--- src/rtl/snake_pkg.sv ---
// Shared types and constants for the snake game controller.
package snake_pkg;

  typedef enum logic [4:0] {
    S_IDLE, S_INIT, S_INIT_Q, S_WAIT, S_HEAD, S_MOVE, S_CHECK,
    S_SHIFT, S_SH_RD, S_SH_LD, S_SH_WR, S_ERASE,
    S_DRAW, S_DR_RD, S_DR_PX, S_FOOD, S_DEAD
  } state_t;

  localparam logic [2:0] DIR_UP    = 3'b100;
  localparam logic [2:0] DIR_DOWN  = 3'b110;
  localparam logic [2:0] DIR_LEFT  = 3'b000;
  localparam logic [2:0] DIR_RIGHT = 3'b001;

  localparam logic [2:0] COL_DRAW  = 3'b111;
  localparam logic [2:0] COL_ERASE = 3'b000;

  localparam int unsigned CELL_PIXELS = 9;
  localparam int unsigned PIX_W       = 4;

  // Direction pointing the opposite way on the same axis.
  function automatic logic [2:0] dir_reverse(input logic [2:0] d);
    return d[2] ? {d[2], ~d[1], d[0]} : {d[2], d[1], ~d[0]};
  endfunction

endpackage

--- src/rtl/snake_dir_filter.sv ---
// Key priority encoder with reversal rejection; holds the pending direction.
module snake_dir_filter
  import snake_pkg::*;
(
  input  logic       clk,
  input  logic       rst,
  input  logic       key_up,
  input  logic       key_down,
  input  logic       key_left,
  input  logic       key_right,
  input  logic [2:0] dir,
  output logic [2:0] next_dir
);

  logic       req_valid;
  logic [2:0] req_dir;

  always_comb begin
    req_valid = 1'b1;
    req_dir   = DIR_UP;
    if (key_up)         req_dir = DIR_UP;
    else if (key_down)  req_dir = DIR_DOWN;
    else if (key_left)  req_dir = DIR_LEFT;
    else if (key_right) req_dir = DIR_RIGHT;
    else                req_valid = 1'b0;
  end

  always_ff @(posedge clk or posedge rst) begin
    if (rst) begin
      next_dir <= DIR_UP;
    end else if (req_valid && (req_dir != dir_reverse(dir))) begin
      next_dir <= req_dir;
    end
  end

endmodule

--- src/rtl/snake_control.sv ---
// Sequencer for the snake datapath: initial body build, then one move/grow/redraw step per tick.
module snake_control
  import snake_pkg::*;
#(
  parameter int unsigned INIT_LEN    = 4,
  parameter int unsigned MAX_LEN     = 64,
  parameter int unsigned TICK_CYCLES = 2500000,
  parameter int unsigned ADDR_W      = 11
) (
  input  logic              clk,
  input  logic              rst,
  input  logic              go,
  input  logic              key_up,
  input  logic              key_down,
  input  logic              key_left,
  input  logic              key_right,
  input  logic              isDead,
  input  logic              inc_length,
  output logic              ld_head,
  output logic              ld_q_def,
  output logic              inc_address,
  output logic              rst_address,
  output logic              update_head,
  output logic              ld_head_into_prev,
  output logic              ld_q_into_curr,
  output logic              ld_prev_into_q,
  output logic              ld_curr_into_prev,
  output logic              draw_q,
  output logic              draw_curr,
  output logic              food_en,
  output logic              lock,
  output logic              check_inc,
  output logic [3:0]        cnt_status,
  output logic [2:0]        dir,
  output logic [2:0]        colour,
  output logic [ADDR_W-1:0] length,
  output logic              game_over
);

  localparam int unsigned TICK_W = (TICK_CYCLES > 1) ? $clog2(TICK_CYCLES) : 1;

  state_t              state, state_nxt;
  logic [TICK_W-1:0]   tick_cnt, tick_nxt;
  logic [ADDR_W-1:0]   seg_cnt, seg_nxt;
  logic [PIX_W-1:0]    pix_cnt, pix_nxt;
  logic [ADDR_W-1:0]   length_nxt;
  logic [2:0]          dir_nxt, next_dir;
  logic                grow, grow_nxt;
  logic                last_seg, last_pix;

  snake_dir_filter u_dir_filter (
    .clk       (clk),
    .rst       (rst),
    .key_up    (key_up),
    .key_down  (key_down),
    .key_left  (key_left),
    .key_right (key_right),
    .dir       (dir),
    .next_dir  (next_dir)
  );

  always_ff @(posedge clk or posedge rst) begin
    if (rst) begin
      state    <= S_IDLE;
      tick_cnt <= '0;
      seg_cnt  <= '0;
      pix_cnt  <= '0;
      length   <= ADDR_W'(INIT_LEN);
      grow     <= 1'b0;
      dir      <= DIR_UP;
    end else begin
      state    <= state_nxt;
      tick_cnt <= tick_nxt;
      seg_cnt  <= seg_nxt;
      pix_cnt  <= pix_nxt;
      length   <= length_nxt;
      grow     <= grow_nxt;
      dir      <= dir_nxt;
    end
  end

  assign last_seg = (seg_cnt == length - ADDR_W'(1));
  assign last_pix = (pix_cnt == PIX_W'(CELL_PIXELS - 1));

  always_comb begin
    state_nxt         = state;
    tick_nxt          = tick_cnt;
    seg_nxt           = seg_cnt;
    pix_nxt           = pix_cnt;
    length_nxt        = length;
    grow_nxt          = grow;
    dir_nxt           = dir;
    ld_head           = 1'b0;
    ld_q_def          = 1'b0;
    inc_address       = 1'b0;
    rst_address       = 1'b0;
    update_head       = 1'b0;
    ld_head_into_prev = 1'b0;
    ld_q_into_curr    = 1'b0;
    ld_prev_into_q    = 1'b0;
    ld_curr_into_prev = 1'b0;
    draw_q            = 1'b0;
    draw_curr         = 1'b0;
    food_en           = 1'b0;
    lock              = 1'b0;
    check_inc         = 1'b0;
    cnt_status        = 4'd0;
    colour            = COL_ERASE;
    game_over         = 1'b0;

    case (state)
      S_IDLE: if (go) state_nxt = S_INIT;
      S_INIT: begin
        ld_head     = 1'b1;
        rst_address = 1'b1;
        seg_nxt     = '0;
        state_nxt   = S_INIT_Q;
      end
      S_INIT_Q: begin
        ld_q_def    = 1'b1;
        inc_address = 1'b1;
        if (seg_cnt == ADDR_W'(INIT_LEN - 1)) begin
          seg_nxt   = '0;
          tick_nxt  = '0;
          state_nxt = S_WAIT;
        end else begin
          seg_nxt = seg_cnt + ADDR_W'(1);
        end
      end
      S_WAIT: begin
        if (tick_cnt == TICK_W'(TICK_CYCLES - 1)) begin
          tick_nxt  = '0;
          state_nxt = S_HEAD;
        end else begin
          tick_nxt = tick_cnt + TICK_W'(1);
        end
      end
      S_HEAD: begin
        dir_nxt   = next_dir;
        state_nxt = S_MOVE;
      end
      S_MOVE: begin
        update_head = 1'b1;
        state_nxt   = S_CHECK;
      end
      // Food hit at full length is consumed without growing.
      S_CHECK: begin
        check_inc = 1'b1;
        lock      = 1'b1;
        grow_nxt  = inc_length && (32'(length) < MAX_LEN);
        if (grow_nxt) length_nxt = length + ADDR_W'(1);
        state_nxt = S_SHIFT;
      end
      S_SHIFT: begin
        ld_head_into_prev = 1'b1;
        rst_address       = 1'b1;
        seg_nxt           = '0;
        state_nxt         = S_SH_RD;
      end
      S_SH_RD: state_nxt = S_SH_LD;
      S_SH_LD: begin
        ld_q_into_curr = 1'b1;
        state_nxt      = S_SH_WR;
      end
      S_SH_WR: begin
        ld_prev_into_q    = 1'b1;
        ld_curr_into_prev = 1'b1;
        inc_address       = 1'b1;
        if (last_seg) begin
          seg_nxt   = '0;
          pix_nxt   = '0;
          state_nxt = grow ? S_DRAW : S_ERASE;
        end else begin
          seg_nxt   = seg_cnt + ADDR_W'(1);
          state_nxt = S_SH_RD;
        end
      end
      // Old tail is left in curr after the shift; blank its cell.
      S_ERASE: begin
        draw_curr  = 1'b1;
        cnt_status = pix_cnt;
        if (last_pix) begin
          pix_nxt   = '0;
          state_nxt = S_DRAW;
        end else begin
          pix_nxt = pix_cnt + PIX_W'(1);
        end
      end
      S_DRAW: begin
        rst_address = 1'b1;
        seg_nxt     = '0;
        pix_nxt     = '0;
        state_nxt   = S_DR_RD;
      end
      S_DR_RD: state_nxt = S_DR_PX;
      S_DR_PX: begin
        draw_q     = 1'b1;
        colour     = COL_DRAW;
        cnt_status = pix_cnt;
        if (last_pix) begin
          pix_nxt     = '0;
          inc_address = 1'b1;
          if (last_seg) begin
            seg_nxt   = '0;
            state_nxt = S_FOOD;
          end else begin
            seg_nxt   = seg_cnt + ADDR_W'(1);
            state_nxt = S_DR_RD;
          end
        end else begin
          pix_nxt = pix_cnt + PIX_W'(1);
        end
      end
      S_FOOD: begin
        food_en   = 1'b1;
        colour    = COL_DRAW;
        tick_nxt  = '0;
        state_nxt = isDead ? S_DEAD : S_WAIT;
      end
      S_DEAD: game_over = 1'b1;
      default: state_nxt = S_IDLE;
    endcase
  end

endmodule

--- config.mk ---
export PLATFORM = sky130hd
export DESIGN_NAME = snake_control
export DESIGN_NICKNAME = d
export VERILOG_FILES = /design/src/rtl/snake_pkg.sv /design/src/rtl/snake_dir_filter.sv /design/src/rtl/snake_control.sv
export SDC_FILE = /design/constraint.sdc
export NUM_CORES = 1
export LEC_CHECK = 0
export CORE_MARGIN = 10
export CORE_UTILIZATION = 30
export CTS_CLUSTER_SIZE = 10
export DETAILED_ROUTE_END_ITERATION = 10
export PLACE_DENSITY = 0.51
export SYNTH_ARGS = -nofsm -noshare
export SYNTH_HDL_FRONTEND = slang
export SYNTH_SLANG_ARGS = --single-unit
--- constraint.sdc ---
create_clock -name clk -period 6.1 [get_ports clk]
set_input_delay 0.61 -clock clk [delete_from_list [all_inputs] [get_ports clk]]
set_output_delay 0.61 -clock clk [all_outputs]
set_load 0.01 [all_outputs]
==> flow_summary.toml, run 1 <==
[outcome]
status = "completed"

[cts]
clock_latency_ns = 0.34
cts_root_buffer = "clkbuf_16"
htreeDepth = 3
cts_tree = "yes"
cts_hold_repair.buffers = 0
cts_num_sinks = 60
cts_resized = 0
cts_buffers = 9
cts_setup_buffers = 0
clk_path_buf_depth = 2
clk_pin_slew_ns = 0.06

[yosys]
ys_types = 63
seq_area_frac_synth_pct = 39.8
async_flop_share_pct = 100
yosys_register_bits = 60
yosys_warnings = 0
synthesis.area_um2 = 3780
syn-num-nets = 447
synth_edf_count = 0
yosysTopAreaCell = "dfrtp_1"
syn_inst = 432
ys.flop_type = "dfrtp_1"
synth_top_area_share_pct = 37.8
synth.area.top_cells = "dfrtp_1, xor2_1, nand2_1, nor2_1, xnor2_1"
synth_area_per_cell_um2 = 8.74

[timing]
rsz0062_at_grt = "no"
setup_violations = 0
tightest_slew_ns = 0.980
fin_crit_sh_pct = 54.2
finClkSkew_ns = 0.00627
max_freq_ghz = 0.303
max_slew_margin_pct = 34.4
setup_ws_ns = 2.80
setup_tns_ns = 0
final_hold_viol_count = 0
fin_crit_ns = 3.30
slew_viol_final = 0

[die]
die_x_um = 132
rows = 40
core_area_um2 = 12200
io_pins = 45
die_h_um = 132
dieArea_um2 = 17500
start_util_pct = 31.1

[place]
port_buffers = 44
hpwl_um = 7150
pre_cts_slack_ns = 3.09
place_congestion = 0.826

[route]
postRouteAntennaNets = 0
routedWlPerCell_um = 15.4
wl_um = 9770
vias = 3188
route.detailed.drc = 0
drtPass1Iterations = 4
via_per_inst = 5.03
drt_iter0_markers = 232

[layout]
areaGrowthSynthToFinish_pct = 21.9
seq_area_um2 = 1510
multi_input_area_um2 = 2090
nets = 476
final_layout_size_suffix_gt1_share_pct = 8.80
fillers = 1208
n_antenna_cell = 0

[pwr]
share_seq_of_total_power_pct = 31.4
p_leak_nw = 1.90
combPwrFrac_pct = 42.5
clockPowerShare_pct = 26.1
p_per_area_nw_per_um2 = 429
irDropWorstVdd_uv = 144
switchingPower_uw = 818
p_int_mw = 1.16
p_total_mw = 1.97
switching_share_pct = 41.4

[grt]
use_met3_pct = 2.86
antenna_found_initial = 0
grt_max_degree = 61
use_met1_pct = 15.1
grt_busiest_layer = "met2"
grt_use_total_pct = 11.4
grtUsageMet2_pct = 16.9
first_global_vias = 3126
grt-ovfl-total = 0
grt_pass1_wl_um = 16500

[critical_path]
critPathMaxStageDelay_ns = 0.74
cp_max_fo = 20
crit_arrival_ns = 2.69
reg2reg_from = "length[0]$_DFFE_PP0P_"
slowest_stage = "dfrtp_1"
cp-start-kind = "flop"
cp_cell_sequence = "or4b_2 -> a31oi_2 -> clkdlybuf4s50_1"
startpoint = "state[0]$_DFFE_PP0P_"
critPathKind = "reg -> out"
critPathCaptureType = "primary output"
critical_path_required_ns = 5.49

[worst_hold_path]
hold_class = "reg -> reg"
hp-start = "u_dir_filter.next_dir[2]$_DFFE_PP1P_"

[job]
maxCapViolations = 0
[power by group through the flow]
stage / combinational (mW) / sequential (mW) / clock, mW
finish: 0.838 / 0.619 / 0.515
global route: 0.938 / 0.639 / 0.548
CTS: 0.851 / 0.617 / 0.528
detailed placement: 0.847 / 0.623 / 0
global placement: 0.841 / 0.620 / 0
floorplan: 0.663 / 0.547 / 0
[logic make-up (layout without fill, tap and decap cells)]
logic type | after synthesis | in the layout | synth area share [%]
adder cells (fa/ha/maj) | 6 | 6 | 1.99
AND/OR/NAND/NOR | 196 | 196 | 28.7
AO/OA/AOI/OAI | 92 | 92 | 15.7
buffers and inverters | 41 | 75 | 4.87
multiplexers | 5 | 5 | 1.42
flip-flops | 60 | 60 | 39.8
XOR/XNOR | 32 | 32 | 7.42
[final cells by class]
cell class / count / area share (%)
multi-input cells: 331 / 45.4
flip-flops and latches: 60 / 32.7
repair buffers: 45 / 9.73
clock buffers: 9 / 4.89
well taps: 168 / 4.57
clock inverters: 7 / 1.63
inverters: 14 / 1.14
[Yosys cell counts, types with 8 or more instances]
master and number:
xor2_1 18, clkbuf_1 15, nand2b_1 8, nand3_1 19, nor3_1 15, and3_1 15
xnor2_1 14, nand4_1 11, a21oi_1 23, nor2_1 35, inv_1 14, nand2_1 40
dfrtp_1 57, nor4_1 10, o21ai_0 22, or3_1 8, o21ai_1 9
[placed cells by master (no fill, tap or decap), types with 14 or more instances in the layout]
master / n
o21ai_0: 22
nand3_1: 19
nor3_1: 15
xor2_1: 18
and3_1: 15
nor2_1: 35
nand2_1: 40
dfrtp_1: 57
clkdlybuf4s50_1: 44
a21oi_1: 23
xnor2_1: 14
[sequential cells by signal, indices dropped and copies added (netlist names)]
| register | count |
|---|---|
| state | 5 |
| grow | 1 |
| pix_cnt | 4 |
| tick_cnt | 22 |
| dir | 3 |
| u_dir_filter.next_dir | 3 |
| length | 11 |
| seg_cnt | 11 |
[per-layer routing]
metal  up-vias  part of all wire (%)
met5         -                     0
met3        14                   3.8
li1       1613                     -
met4         0                   2.0
met2        55                    44
met1      1506                    50
[path summary, 6_finish.rpt]
check                                                       end  slack, ns  depth (start not counted)
max                                                 rst_address       2.80                          3
min                        u_dir_filter.next_dir[2]$_DFFE_PP1P_       0.47                          2
max reg2reg                              seg_cnt[7]$_DFFE_PP0P_       3.13                          9
min reg2reg                u_dir_filter.next_dir[2]$_DFFE_PP1P_       0.47                          2
max in group asynchronous                  state[1]$_DFFE_PP0P_       4.76                          3
min in group asynchronous              tick_cnt[15]$_DFFE_PP0P_       0.84                          3
[critical path, delay by kind of cell (launching register included)]
family                 cells  cell delay, ns
AO/OA/AOI/OAI              1            0.34
flip-flops                 1            0.74
AND/OR/NAND/NOR            1            0.65
buffers and inverters      1            0.62
[per-stage QoR]
step | hold WS [ns] | area [µm²] | util [%] | std cells
floorplan | 0.451 | 3780 | - | 432
global placement | 0.467 | 4300 | 35.4 | 618
detailed placement | 0.473 | 4300 | 35.4 | 618
CTS | 0.481 | 4600 | 37.9 | 634
global route | 0.503 | 4600 | 37.9 | 634
finish | 0.473 | 4600 | 37.9 | 634
Note: power is estimated with default switching activity, not from simulation.
==> run 2, diff against run 1 <==
--- a/config.mk
+++ b/config.mk
@@ -9,7 +9,7 @@
 export CORE_UTILIZATION = 30
 export CTS_CLUSTER_SIZE = 10
 export DETAILED_ROUTE_END_ITERATION = 10
-export PLACE_DENSITY = 0.51
+export PLACE_DENSITY = 0.53
 export SYNTH_ARGS = -nofsm -noshare
 export SYNTH_HDL_FRONTEND = slang
 export SYNTH_SLANG_ARGS = --single-unit
==> constraint.sdc (replaced) <==
create_clock -name clk -period 2.93 [get_ports clk]
set_input_delay 0.293 -clock clk [delete_from_list [all_inputs] [get_ports clk]]
set_output_delay 0.293 -clock clk [all_outputs]
set_load 0.01 [all_outputs]
==> flow_summary.toml, run 2 (synthesized netlist as in run 1, its figures left out) <==
[route]
drtPass1Iterations = 4
drt_iter0_markers = 234
route.detailed.drc = 0
routedWlPerCell_um = 15.7
via_per_inst = 5.15
postRouteAntennaNets = 0
vias = 3333
wl_um = 10100

[critical_path]
critPathKind = "reg -> out"
r2r_cells = 7
cp-start-kind = "flop"
r2r-end = "pix_cnt[3]$_DFFE_PP0P_"
rrSetupSlack_ns = 0.32
critPathCaptureType = "primary output"
crit_arrival_ns = 2.46
cp_max_fo = 11
critical_path_required_ns = 2.64
reg2reg_from = "length[3]$_DFFE_PP0P_"

[grt]
grt_max_degree = 32
grt_pass1_wl_um = 17100
grt_use_total_pct = 11.8
first_global_vias = 3287
antenna_found_initial = 0
grt-ovfl-total = 0

[layout]
fin_cells = 647
multi_input_area_um2 = 2100
nets = 489
fillers = 1254
areaGrowthSynthToFinish_pct = 25.7
top_regs = "tick_cnt: 22 flops, length: 11 flops, seg_cnt: 11 flops"
n_antenna_cell = 0
largest_register_ffs = 22
layout_common_cells = "dfrtp_1, clkdlybuf4s50_1, nand2_1"
regMostFlops = "tick_cnt"
seq_area_um2 = 1510
final_layout_size_suffix_gt1_share_pct = 11.1
mostFrequentLayoutCell = "dfrtp_1"

[place]
placed_cells = 629
hpwl_um = 7490
pre_cts_slack_ns = 0.242
place_congestion = 0.813
port_buffers = 44

[worst_hold_path]
hold_class = "in -> async"

[timing]
setup_violations = 0
fin_crit_ns = 2.75
setup_tns_ns = 0
finClkSkew_ns = 0.0113
whs_ns = 0.378
slew_viol_final = 0
rsz0062_at_grt = "no"
fin_crit_sh_pct = 93.8
tightest_slew_ns = 0.660
setup_ws_ns = 0.180
max_freq_ghz = 0.364
max_slew_margin_pct = 55.9
final_hold_viol_count = 0

[pwr]
combPwrFrac_pct = 45.9
share_seq_of_total_power_pct = 27.9
switching_share_pct = 39.5
irDropWorstVdd_uv = 302
clockPowerShare_pct = 26.2
p_int_mw = 2.64
p_leak_nw = 1.99
p_per_area_nw_per_um2 = 918
switchingPower_mw = 1.72
p_total_mw = 4.36

[cts]
clk_pin_slew_ns = 0.06
clk_path_buf_depth = 2
cts_tree = "yes"
cts_num_sinks = 60
htreeDepth = 3
clock_latency_ns = 0.33
cts_buffers = 9
cts_root_buffer = "clkbuf_16"

[die]
io_pins = 45
die_x_um = 132
dieArea_um2 = 17500
start_util_pct = 31.1
core_area_um2 = 12200
rows = 40
die_h_um = 132

[job]
maxCapViolations = 0

[outcome]
status = "completed"
-- run 2: power groups by stage --
stage          clock [mW]  combinational [mW]  sequential [mW]
2_1_floorplan           0                1.38             1.14
3_3_place_gp            0                1.96             1.22
3_5_place_dp            0                1.97             1.22
4_1_cts              1.17                1.97             1.21
5_1_grt              1.21                2.23             1.25
6_report             1.14                2.00             1.22
-- run 2: cell type report --
class	count	area share, %
clock inverters	4	1.53
well taps	168	4.43
repair buffers	58	11.8
clock buffers	12	5.19
flip-flops and latches	60	31.7
multi-input cells	331	44.3
inverters	14	1.11
-- run 2: layer usage --
| layer | vias to the layer above | track usage, % | share of wire [%] |
|---|---|---|---|
| met3 | 16 | 3.09 | 3.9 |
| met2 | 64 | 17.9 | 45 |
| met5 | - | 0 | 0 |
| met4 | 0 | 5.75 | 2.6 |
| li1 | 1643 | - | - |
| met1 | 1610 | 15.3 | 48 |
-- run 2: timing repair --
action,in CTS,in global routing
resized for setup,0,2
endpoints found under the setup margin,0,1
hold buffers,0,0
setup buffers,0,2
-- run 2: worst max path at each step --
stage / startpoint / end / cells past startpoint
after floorplan: length[0]$_DFFE_PP0P_ / pix_cnt[3]$_DFFE_PP0P_ / 10
after global placement: length[4]$_DFFE_PP0P_ / pix_cnt[3]$_DFFE_PP0P_ / 7
after detailed placement: length[4]$_DFFE_PP0P_ / pix_cnt[3]$_DFFE_PP0P_ / 7
after CTS: state[1]$_DFFE_PP0P_ / lock / 3
after global routing: state[1]$_DFFE_PP0P_ / lock / 3
final: state[1]$_DFFE_PP0P_ / lock / 3
-- run 2: through the flow --
step	area [µm²]	util [%]
finish	4750	39.0
CTS	4720	38.8
detailed placement	4400	36.2
global route	4750	39.0
global placement	4400	36.2
floorplan	3780	-
-- run 2: critical path, cell delays in order (launching register included) --
cell	delay, ns
dfrtp_1	0.55
or3b_2	0.58
nor2_1	0.34
clkdlybuf4s50_1	0.65
==> run 3, diff against run 2 <==
--- a/config.mk
+++ b/config.mk
@@ -6,10 +6,10 @@
 export NUM_CORES = 1
 export LEC_CHECK = 0
 export CORE_MARGIN = 10
-export CORE_UTILIZATION = 30
+export CORE_UTILIZATION = 51
 export CTS_CLUSTER_SIZE = 10
 export DETAILED_ROUTE_END_ITERATION = 10
-export PLACE_DENSITY = 0.53
+export PLACE_DENSITY = 0.8
 export SYNTH_ARGS = -nofsm -noshare
 export SYNTH_HDL_FRONTEND = slang
 export SYNTH_SLANG_ARGS = --single-unit
==> flow_summary.toml, run 3 (synthesized netlist as in run 1, its figures left out) <==
[die]
die_x_um = 106
dieArea_um2 = 11200
die_h_um = 106
rows = 31
io_pins = 45
core_area_um2 = 7210
start_util_pct = 52.4

[timing]
rsz0062_at_grt = "no"
fin_crit_sh_pct = 95.1
final_hold_viol_count = 0
fin_crit_ns = 2.78
max_freq_ghz = 0.359
max_slew_margin_pct = 51.1
finClkSkew_ns = 0.00841
setup_tns_ns = 0
setup_violations = 0
slew_viol_final = 0
tightest_slew_ns = 0.731

[route]
top_layer_used = "met4"
postRouteAntennaNets = 0
wl_met2_um = 4260
routedWlPerCell_um = 15.9
route.detailed.drc = 0
drtPass1Iterations = 4
drt_iter0_markers = 178
wl_met3_um = 639
m1WireLength_um = 3950
vias = 3366
wl_um = 9100
via_per_inst = 5.88

[critical_path]
critPathKind = "reg -> out"
critPathCaptureType = "primary output"
crit_arrival_ns = 2.49
cp_max_fo = 12
cp-start-kind = "flop"
critical_path_required_ns = 2.64

[layout]
areaGrowthSynthToFinish_pct = 18.9
fin_cells = 572
final_layout_size_suffix_gt1_share_pct = 10.4
top_regs = "tick_cnt: 22 flops, length: 11 flops, seg_cnt: 11 flops"
largest_register_ffs = 22
mostFrequentLayoutCell = "dfrtp_1"
n_antenna_cell = 0
utilization_pct = 62.3
nets = 483
layout_common_cells = "dfrtp_1, clkdlybuf4s50_1, nand2_1"
regMostFlops = "tick_cnt"
fillers = 625

[grt]
grt_use_total_pct = 16.3
first_global_vias = 3214
grt_pass1_wl_um = 15300
grt-ovfl-total = 0
grt_max_degree = 30
antenna_found_initial = 0

[cts]
clk_pin_slew_ns = 0.07
cts_buffers = 9
clock_latency_ns = 0.35
htreeDepth = 3
cts_tree = "yes"
cts_root_buffer = "clkbuf_8"
clk_path_buf_depth = 2
cts_num_sinks = 60

[outcome]
status = "completed"

[place]
place_congestion = 0.889
port_buffers = 44
hpwl_um = 6720
placed_cells = 556

[job]
maxCapViolations = 0

[worst_hold_path]
hold_class = "in -> async"

[pwr]
p_leak_nw = 1.91
irDropWorstVdd_uv = 564
p_per_area_nw_per_um2 = 873
## run 3: routing by layer
layer	vias up	track usage [%]
met3	21	5.86
met4	0	7.06
met5	-	0
li1	1627	-
met1	1613	20.1
met2	105	25.3
## run 3: power breakdown
group	internal (mW)	leakage, nW	switching [mW]	total (mW)
Sequential	0.993	0.800	0.223	1.22
Clock	0.498	0.113	0.329	0.827
Combinational	0.811	0.995	1.07	1.88
Total	2.30	1.91	1.62	3.92
## run 3: timing repair
item                                   in CTS  in global routing
resized for setup                           0                  2
hold buffers                                0                  0
setup endpoints to repair                   0                  4
endpoints found under the hold margin       0                  0
buffers inserted                            0                  0
## run 3: worst max-delay path: stages, from the launching register on
cell,delay (ns)
dfrtp_1,0.50
or4b_2,0.70
a31oi_2,0.31
clkdlybuf4s50_1,0.63
## run 3: final timing paths
| kind | start | end | slack (ns) | cells after the start |
|---|---|---|---|---|
| worst max-delay path | state[3]$_DFFE_PP0P_ | rst_address | 0.15 | 3 |
| worst min-delay path | rst | tick_cnt[14]$_DFFE_PP0P_ | 0.34 | 2 |
| worst max register to register | length[4]$_DFFE_PP0P_ | pix_cnt[3]$_DFFE_PP0P_ | 0.25 | 7 |
| worst min register to register | u_dir_filter.next_dir[2]$_DFFE_PP1P_ | u_dir_filter.next_dir[2]$_DFFE_PP1P_ | 0.49 | 2 |
| max in group asynchronous | rst | dir[2]$_DFFE_PP1P_ | 1.86 | 3 |
| min in group clk | u_dir_filter.next_dir[2]$_DFFE_PP1P_ | u_dir_filter.next_dir[2]$_DFFE_PP1P_ | 0.49 | 2 |
## run 3: through the flow
stage	instance area (µm²)	power (mW)	worst slack (ns)	hold slack (ns)
finish	4490	3.92	0.145	0.338
global route	4490	4.22	0.0376	0.377
CTS	4490	3.92	0.0787	0.352
detailed placement	4270	3.08	0.287	0.481
global placement	4270	3.03	0.347	0.470
floorplan	3780	2.52	0.466	0.403
## run 3: layout make-up
class / count / area [µm²] / share of cell area [%]
clock buffer: 11 / 141 / 3.15
multi-input combinational: 331 / 2090 / 46.6
tap: 99 / 124 / 2.76
timing repair buffer: 52 / 500 / 11.1
sequential: 60 / 1510 / 33.5
clock inverter: 5 / 75.1 / 1.67
inverter: 14 / 52.6 / 1.17
